File: config.mk
export PLATFORM = sky130hd
export DESIGN_NAME = hazard_unit_mc
export DESIGN_NICKNAME = d
export VERILOG_FILES = /design/src/rtl/hazard_unit_mc.sv
export SDC_FILE = /design/constraint.sdc
export NUM_CORES = 1
export LEC_CHECK = 0
export ABC_AREA = 0
export ABC_CLOCK_PERIOD_IN_PS = 2900
export CAP_MARGIN = 20
export CORE_UTILIZATION = 31
export CTS_CLUSTER_SIZE = 14
export DETAILED_ROUTE_END_ITERATION = 16
export GPL_TIMING_DRIVEN = 0
export PLACE_DENSITY = 0.85
export RECOVER_POWER = 50
export SYNTH_ARGS = -nofsm -noshare
export SYNTH_HDL_FRONTEND = slang
export SYNTH_SLANG_ARGS = --single-unit
File: constraint.sdc
create_clock -name clk -period 2.9 [get_ports clk]
set_input_delay 0.58 -clock clk [delete_from_list [all_inputs] [get_ports clk]]
set_output_delay 0.58 -clock clk [all_outputs]
set_load 0.05 [all_outputs]
File: src/rtl/hazard_unit_mc.sv
// hazard_unit_mc: forwarding, load-use stall, multi-cycle op stall and
// branch flush control for a 5-stage pipelined RISC-V core.
// Optional performance counters are built when the macro
// HAZARD_PERF_CNT_EN is defined (adds StallCycles / FlushEvents ports).
module hazard_unit_mc #(
  parameter int REG_AW   = 5,
  parameter int LOAD_LAT = 1,
  parameter int CNT_W    = 32
) (
  input  logic              clk,
  input  logic              rst,
  input  logic [REG_AW-1:0] Rs1D,
  input  logic [REG_AW-1:0] Rs2D,
  input  logic [REG_AW-1:0] Rs1E,
  input  logic [REG_AW-1:0] Rs2E,
  input  logic [REG_AW-1:0] RdE,
  input  logic [REG_AW-1:0] RdM,
  input  logic [REG_AW-1:0] RdW,
  input  logic [1:0]        ResultSrcE,
  input  logic              RegWriteM,
  input  logic              RegWriteW,
  input  logic [1:0]        PCSrcE,
  input  logic              McStartE,
  input  logic              McDone,
  output logic              StallF,
  output logic              StallD,
  output logic              StallE,
  output logic              FlushD,
  output logic              FlushE,
  output logic              FlushM,
  output logic [1:0]        ForwardAE,
  output logic [1:0]        ForwardBE,
  output logic              McBusy
`ifdef HAZARD_PERF_CNT_EN
  ,
  output logic [CNT_W-1:0]  StallCycles,
  output logic [CNT_W-1:0]  FlushEvents
`endif
);

  // Reject out-of-range configurations at elaboration.
  if (LOAD_LAT < 1 || LOAD_LAT > 8) begin : g_bad_load_lat
    $error("hazard_unit_mc: LOAD_LAT must be in 1..8");
  end
  if (CNT_W < 1) begin : g_bad_cnt_w
    $error("hazard_unit_mc: CNT_W must be at least 1");
  end

  typedef enum logic [1:0] {
    IDLE     = 2'd0,
    LD_STALL = 2'd1,
    MC_BUSY  = 2'd2
  } state_t;

  state_t     state;
  logic [3:0] ld_cnt;   // remaining load-use stall cycles after the first

  logic ld_haz;
  logic br;
  logic mc;

  assign ld_haz = ResultSrcE[0] && (RdE != '0) && ((Rs1D == RdE) || (Rs2D == RdE));
  assign br     = (PCSrcE != 2'b00);
  assign mc     = McStartE && !McDone;

  // Forwarding select for one E-stage source operand; M has priority over W.
  function automatic logic [1:0] fwd_sel(input logic [REG_AW-1:0] rs);
    if (rs != '0 && rs == RdM && RegWriteM)      fwd_sel = 2'b10;
    else if (rs != '0 && rs == RdW && RegWriteW) fwd_sel = 2'b01;
    else                                         fwd_sel = 2'b00;
  endfunction

  // Operand forwarding, forced to zero while in reset.
  always_comb begin
    ForwardAE = fwd_sel(Rs1E);
    ForwardBE = fwd_sel(Rs2E);
    if (rst) begin
      ForwardAE = 2'b00;
      ForwardBE = 2'b00;
    end
  end

  // Stall/flush enables as a function of FSM state and current hazards.
  always_comb begin
    // NOTE: every output gets a default first so no path through the case
    // leaves a signal unassigned, which would otherwise infer a latch.
    StallF = 1'b0;
    StallD = 1'b0;
    StallE = 1'b0;
    FlushD = 1'b0;
    FlushE = 1'b0;
    FlushM = 1'b0;
    McBusy = 1'b0;
    unique case (state)
      IDLE: begin
        if (br) begin
          // The dependent instruction is squashed, so branch wins.
          FlushD = 1'b1;
          FlushE = 1'b1;
        end else if (mc) begin
          StallF = 1'b1;
          StallD = 1'b1;
          StallE = 1'b1;
          FlushM = 1'b1;
        end else if (ld_haz) begin
          StallF = 1'b1;
          StallD = 1'b1;
          FlushE = 1'b1;
        end
      end
      LD_STALL: begin
        // E holds a bubble here, so a branch indication is meaningless.
        StallF = 1'b1;
        StallD = 1'b1;
        FlushE = 1'b1;
      end
      MC_BUSY: begin
        McBusy = 1'b1;
        if (!McDone) begin
          StallF = 1'b1;
          StallD = 1'b1;
          StallE = 1'b1;
          FlushM = 1'b1;
        end
      end
      default: ;
    endcase
    if (rst) begin
      StallF = 1'b0;
      StallD = 1'b0;
      StallE = 1'b0;
      FlushD = 1'b0;
      FlushE = 1'b0;
      FlushM = 1'b0;
      McBusy = 1'b0;
    end
  end

  // State and load-stall counter update.
  always_ff @(posedge clk) begin
    // NOTE: registers use non-blocking assignments so every flop samples
    // pre-edge values regardless of statement order.
    if (rst) begin
      state  <= IDLE;
      ld_cnt <= '0;
    end else begin
      unique case (state)
        IDLE: begin
          if (br) begin
            state <= IDLE;
          end else if (mc) begin
            state <= MC_BUSY;
          end else if (ld_haz && LOAD_LAT > 1) begin
            ld_cnt <= 4'(LOAD_LAT - 1);
            state  <= LD_STALL;
          end
        end
        LD_STALL: begin
          ld_cnt <= ld_cnt - 4'd1;
          if (ld_cnt == 4'd1) state <= IDLE;
        end
        MC_BUSY: begin
          if (McDone) state <= IDLE;
        end
        default: state <= IDLE;
      endcase
    end
  end

`ifdef HAZARD_PERF_CNT_EN
  // Saturating counts of front-end stall cycles and D-stage flushes.
  always_ff @(posedge clk) begin
    if (rst) begin
      StallCycles <= '0;
      FlushEvents <= '0;
    end else begin
      if (StallF && StallCycles != '1) StallCycles <= StallCycles + 1'b1;
      if (FlushD && FlushEvents != '1) FlushEvents <= FlushEvents + 1'b1;
    end
  end
`endif

endmodule

Word-level counts from Yosys, hierarchy flattened
Cells that the tools add are included.

word-level totals
  register bits after elaboration = 6
  output and inout bits = 11
  input bits = 45

operators by class
  equality and inequality tests = 12
  reduce and logical (&&, ||, !) cells = 19
  add/subtract/negate cells = 1
  multiplexer cells = 30

operator list
  operator             count
  $eq 5x5->1           6
  $mux 1               18
  $mux 2               8
  $reduce_bool 5->1    3
  $logic_and 1x1->1    11
  $pmux 2 s3           1
  $eq 4x1->1 const B   1
  $ne 2x2->1 const B   2
  $pmux 1 s2           2
  $sub 4x1->4 const B  1
  $ne 3x3->1 const B   1
  $pmux 1 s3           1
  $reduce_and 3->1     1
  $eq 2x1->1 const B   1
  $eq 2x2->1 const B   1
  $logic_not 2->1      1
  $reduce_bool 2->1    1
  $logic_not 1->1      1
  $logic_or 1x1->1     1

Longest topological paths before layout
  depth after elaboration = 8
  mapped depth = 5
  depth with buffers taken out = 4

Worst setup path after synthesis
OpenSTA, ideal clock, no wires.

  path kind = input -> output
  start point = input port PCSrcE[1]
  end point = output port StallF
  path slack = -577 ps
  required time = 2320 ps
  buffers on the path = 1
  stages = 5
  arrival = 2897 ps
  cells stage by stage = nor2_1 > a21oi_1 > nor3_1 > o21bai_1 > buf_4

between the ends
  cells in the longest elaborated chain, start to end = 4

ends and longest elaborated chain
  what               line  source
  from (decl)        22    input logic [1:0] PCSrcE,
  $reduce_bool 2->1  63    assign br = (PCSrcE != 2'b00);
  $mux 1             --
  $pmux 1 s3         --
  $mux 1             --
  to (decl)          25    output logic StallF,

Every way passes these cells.

Worst setup path after layout
  start point = input port Rs2E[2]
  end point = output port ForwardBE[1]

between the ends
  cells in the longest elaborated chain, start to end = 5

ends and longest elaborated chain
  what                                                    line  source
  from (decl)                                             15    input logic [REG_AW-1:0] Rs2E,
  $eq 5x5->1 / $reduce_bool 5->1 (equally long branches)  68    if (rs != '0 && rs == RdM && RegWriteM) fwd_sel = 2'b10;
  $logic_and 1x1->1 * (2 in series)                       68
  $mux 2 *                                                68
  $mux 2 *                                                77    if (rst) begin
  to (decl)                                               32    output logic [1:0] ForwardBE,

Mark *: on every way between the ends. The rest lies on a longest branch, timed or not.

==> run_results.csv <==
group,metric,value,unit
status,outcome,"complete, no violations",
drt,route.detailed.drc,0,
clocking,cts.hold.buffers_added,0,
drt,vias,701,
yosys,netlist.area_leader.share,0.2528,
global_routing,antenna_found_initial,0,
timing,fmax,0.3533,GHz
drt,finalWirelength,1658,µm
finish,final_nets,171,
yosys,synth_seq_area_share,0.03612,
pwr,switching_share,0.4018,
yosys,yosys_warnings,0,
yosys,synth_fp_nets,115,
clocking,clock_latency,0,ns
die,die_w,44.29,µm
drt,wl_met2,748,µm
finish,syn_to_final_growth,100.7,%
drt,drt_iter0_drc,6,
die,coreArea,1594,µm²
global_routing,overflow,0,
placement,hpwl,1540,µm
die,ios,56,
finish,top_register,"state",
finish,antenna_cells,0,
timing,final-setup-viol-count,0,
run,max-cap-violations,0,
finish,fin_util,0.6978,
drt,wl_met3,225,µm
finish,largest_reg_flops,1,
drt,top_layer,"met4",
drt,ant_nets,0,
placement,place_congestion,0.7479,
worst_setup_path,critPathArrivalTime,2.25,ns
finish,reg_top3,"state x1",
yosys,syn_area,554.3,µm²
worst_setup_path,path_cells,"clkdlybuf4s50_1 -> or4_4 -> nor2_4 -> nor4_2 -> nor2b_1 -> clkdlybuf4s15_2",
worst_setup_path,crit_slowest_cell,"or4_4",
drt,viasPerCell,4.736,
pwr,p_switching,0.00006611,W
timing,period_share,0.9760,
timing,worst_pin_slew,0.5923,ns
drt,wl_met1,663,µm
worst_hold_path,min_path_type,"flop to flop",
drt,wl_per_cell,11.20,µm
global_routing,grt_pass1_wl,2484,µm
timing,fin_skew,0,ns
timing,slew_violations,0,
timing,fin_tns_setup,0,ns
die,die_area,1961,µm²
pwr,pwr-share-seq,0.089,
yosys,ys_types,18,
timing,hold_viol_final,0,
pwr,peakVddDrop,0.07975,mV
pwr,combPwrFrac,0.911,
worst_setup_path,worstSetupStartpointType,"primary input",
worst_setup_path,crit_type,"primary input to output pin",
finish,final_layout_size_suffix_gt1_frac,0.1532,
worst_setup_path,endpoint_kind,"output pin",
yosys,avgSynthCellArea,7.918,µm²
drt,drt-pass1-iter-count,3,
timing,rsz0062_at_grt,"no",
pwr,pwr-share-clk,0,
pwr,powerDensity,147.9,nW/µm²
timing,slew-limit-headroom,0.6068,
finish,fin_area,1112,µm²
yosys,ys_ff_latch,1,
die,start_util,0.3477,
finish,seqCellArea,20.02,µm²
placement,port_buffers,54,
worst_setup_path,cp_max_fo,3,
worst_setup_path,cp_slowest_stage_delay,0.55,ns
timing,min_period,2.830,ns
finish,nFillCells,141,
worst_setup_path,crit_required,2.32,ns
placement,placed_cell_area,1136,µm²
global_routing,grt_max_degree,10,
finish,multi_input_area,534.3,µm²
global_routing,track_usage,0.1626,
pwr,p_leak,0.4186,nW
yosys,synth_area_leaders,"xnor2_1 (25%), xor2_1 (22%), nor4_2 (9.0%)",
die,rows,14,
global_routing,grt_pass1_vias,660,
yosys,syn_inst,70,
yosys,synth_top_area_cell,"xnor2_1",
pwr,intPower,0.00009843,W
die,fp.dieH,44.29,µm
clocking,path_clk_slew,0,ns
[timing repair]
action	CTS	global route
pin swaps	1	0
setup endpoints to repair	9	6
buffers inserted	0	0
gates resized for setup	35	11
[cell type report]
type,count,area share
timing repair buffer,54,0.4612
tap,24,0.02700
buffer,2,0.01350
sequential,1,0.01800
multi-input combinational,67,0.4803
[through the flow]
| step | worst slack (ns) | hold WS [ns] | power [W] | cells |
|---|---|---|---|---|
| after floorplan | 0.03822 | 0.5795 | 0.00007980 | 70 |
| after global placement | -0.6253 | 0.6374 | 0.0001670 | 148 |
| after detailed placement | -0.6541 | 0.6406 | 0.0001702 | 148 |
| after CTS | 0.001558 | 0.6412 | 0.0001677 | 148 |
| after global routing | 0.007007 | 0.7106 | 0.0001761 | 148 |
| final | 0.06958 | 0.6315 | 0.0001645 | 148 |
[critical path: cells and delay by family]
| family | cells | cell delay [ns] |
|---|---|---|
| simple gates | 4 | 0.86 |
| buf+inv | 2 | 0.81 |
[logic make-up (layout without fill, tap and decap cells)]
logic type                count (synthesis)  after routing  synth area share
xor gates and xnor gates                 30             30            0.4740
buffers and inverters                     2             56           0.02708
AOI/OAI and AO/OA                         5              5           0.05867
DFF                                       1              1           0.03612
and+or+nand+nor                          32             32            0.4040
[cell usage in the layout, fill, tap and decap left out, types with 3 or more instances in the layout]
cell type	synthesis	final
xor2_1	14	14
nor2b_1	5	5
dlygate4sd2_1	0	4
dlymetal6s2s_1	0	3
nor4_2	4	4
clkdlybuf4s50_1	0	38
nand2_1	4	4
buf_4	2	3
xnor2_1	16	16
nor2_1	3	3
nand4_1	4	4
nor3_1	5	4
[synthesized netlist by cell type]
cell and number:
nor2_4 2, or4_4 2, nor4_2 4, nor2b_1 5
o21bai_1 2, o21ai_1 1, nand2_1 4, xnor2_1 16
or3_1 1, nand4_1 4, nor3_1 5, or4_1 2
nor2_1 3, buf_4 2, a22oi_1 1, dfxtp_1 1
xor2_1 14, a21oi_1 1
[power by group through the flow]
stage / sequential (W) / combinational [W] / clock [W]
3_3_place_gp: 0.0000147 / 0.000152 / 0
3_5_place_dp: 0.0000147 / 0.000155 / 0
4_1_cts: 0.0000147 / 0.000153 / 0
5_1_grt: 0.0000148 / 0.000161 / 0
6_report: 0.0000147 / 0.000150 / 0
2_1_floorplan: 0.0000146 / 0.0000652 / 0
[per-layer routing]
metal | global-route usage | vias up
li1 | - | 356
met2 | 0.3324 | 52
met5 | 0 | -
met3 | 0.03673 | 2
met4 | 0.02424 | 0
met1 | 0.1667 | 291
[final timing paths]
kind,start,to,slack (ns),depth (start not counted)
min,state[1],state[1],0.63,2
max,Rs2E[2],ForwardBE[1],0.07,6
max reg2reg,state[1],state[1],2.12,2
min reg2reg,state[1],state[1],0.63,2
Note: power is estimated with default switching activity, not from simulation.
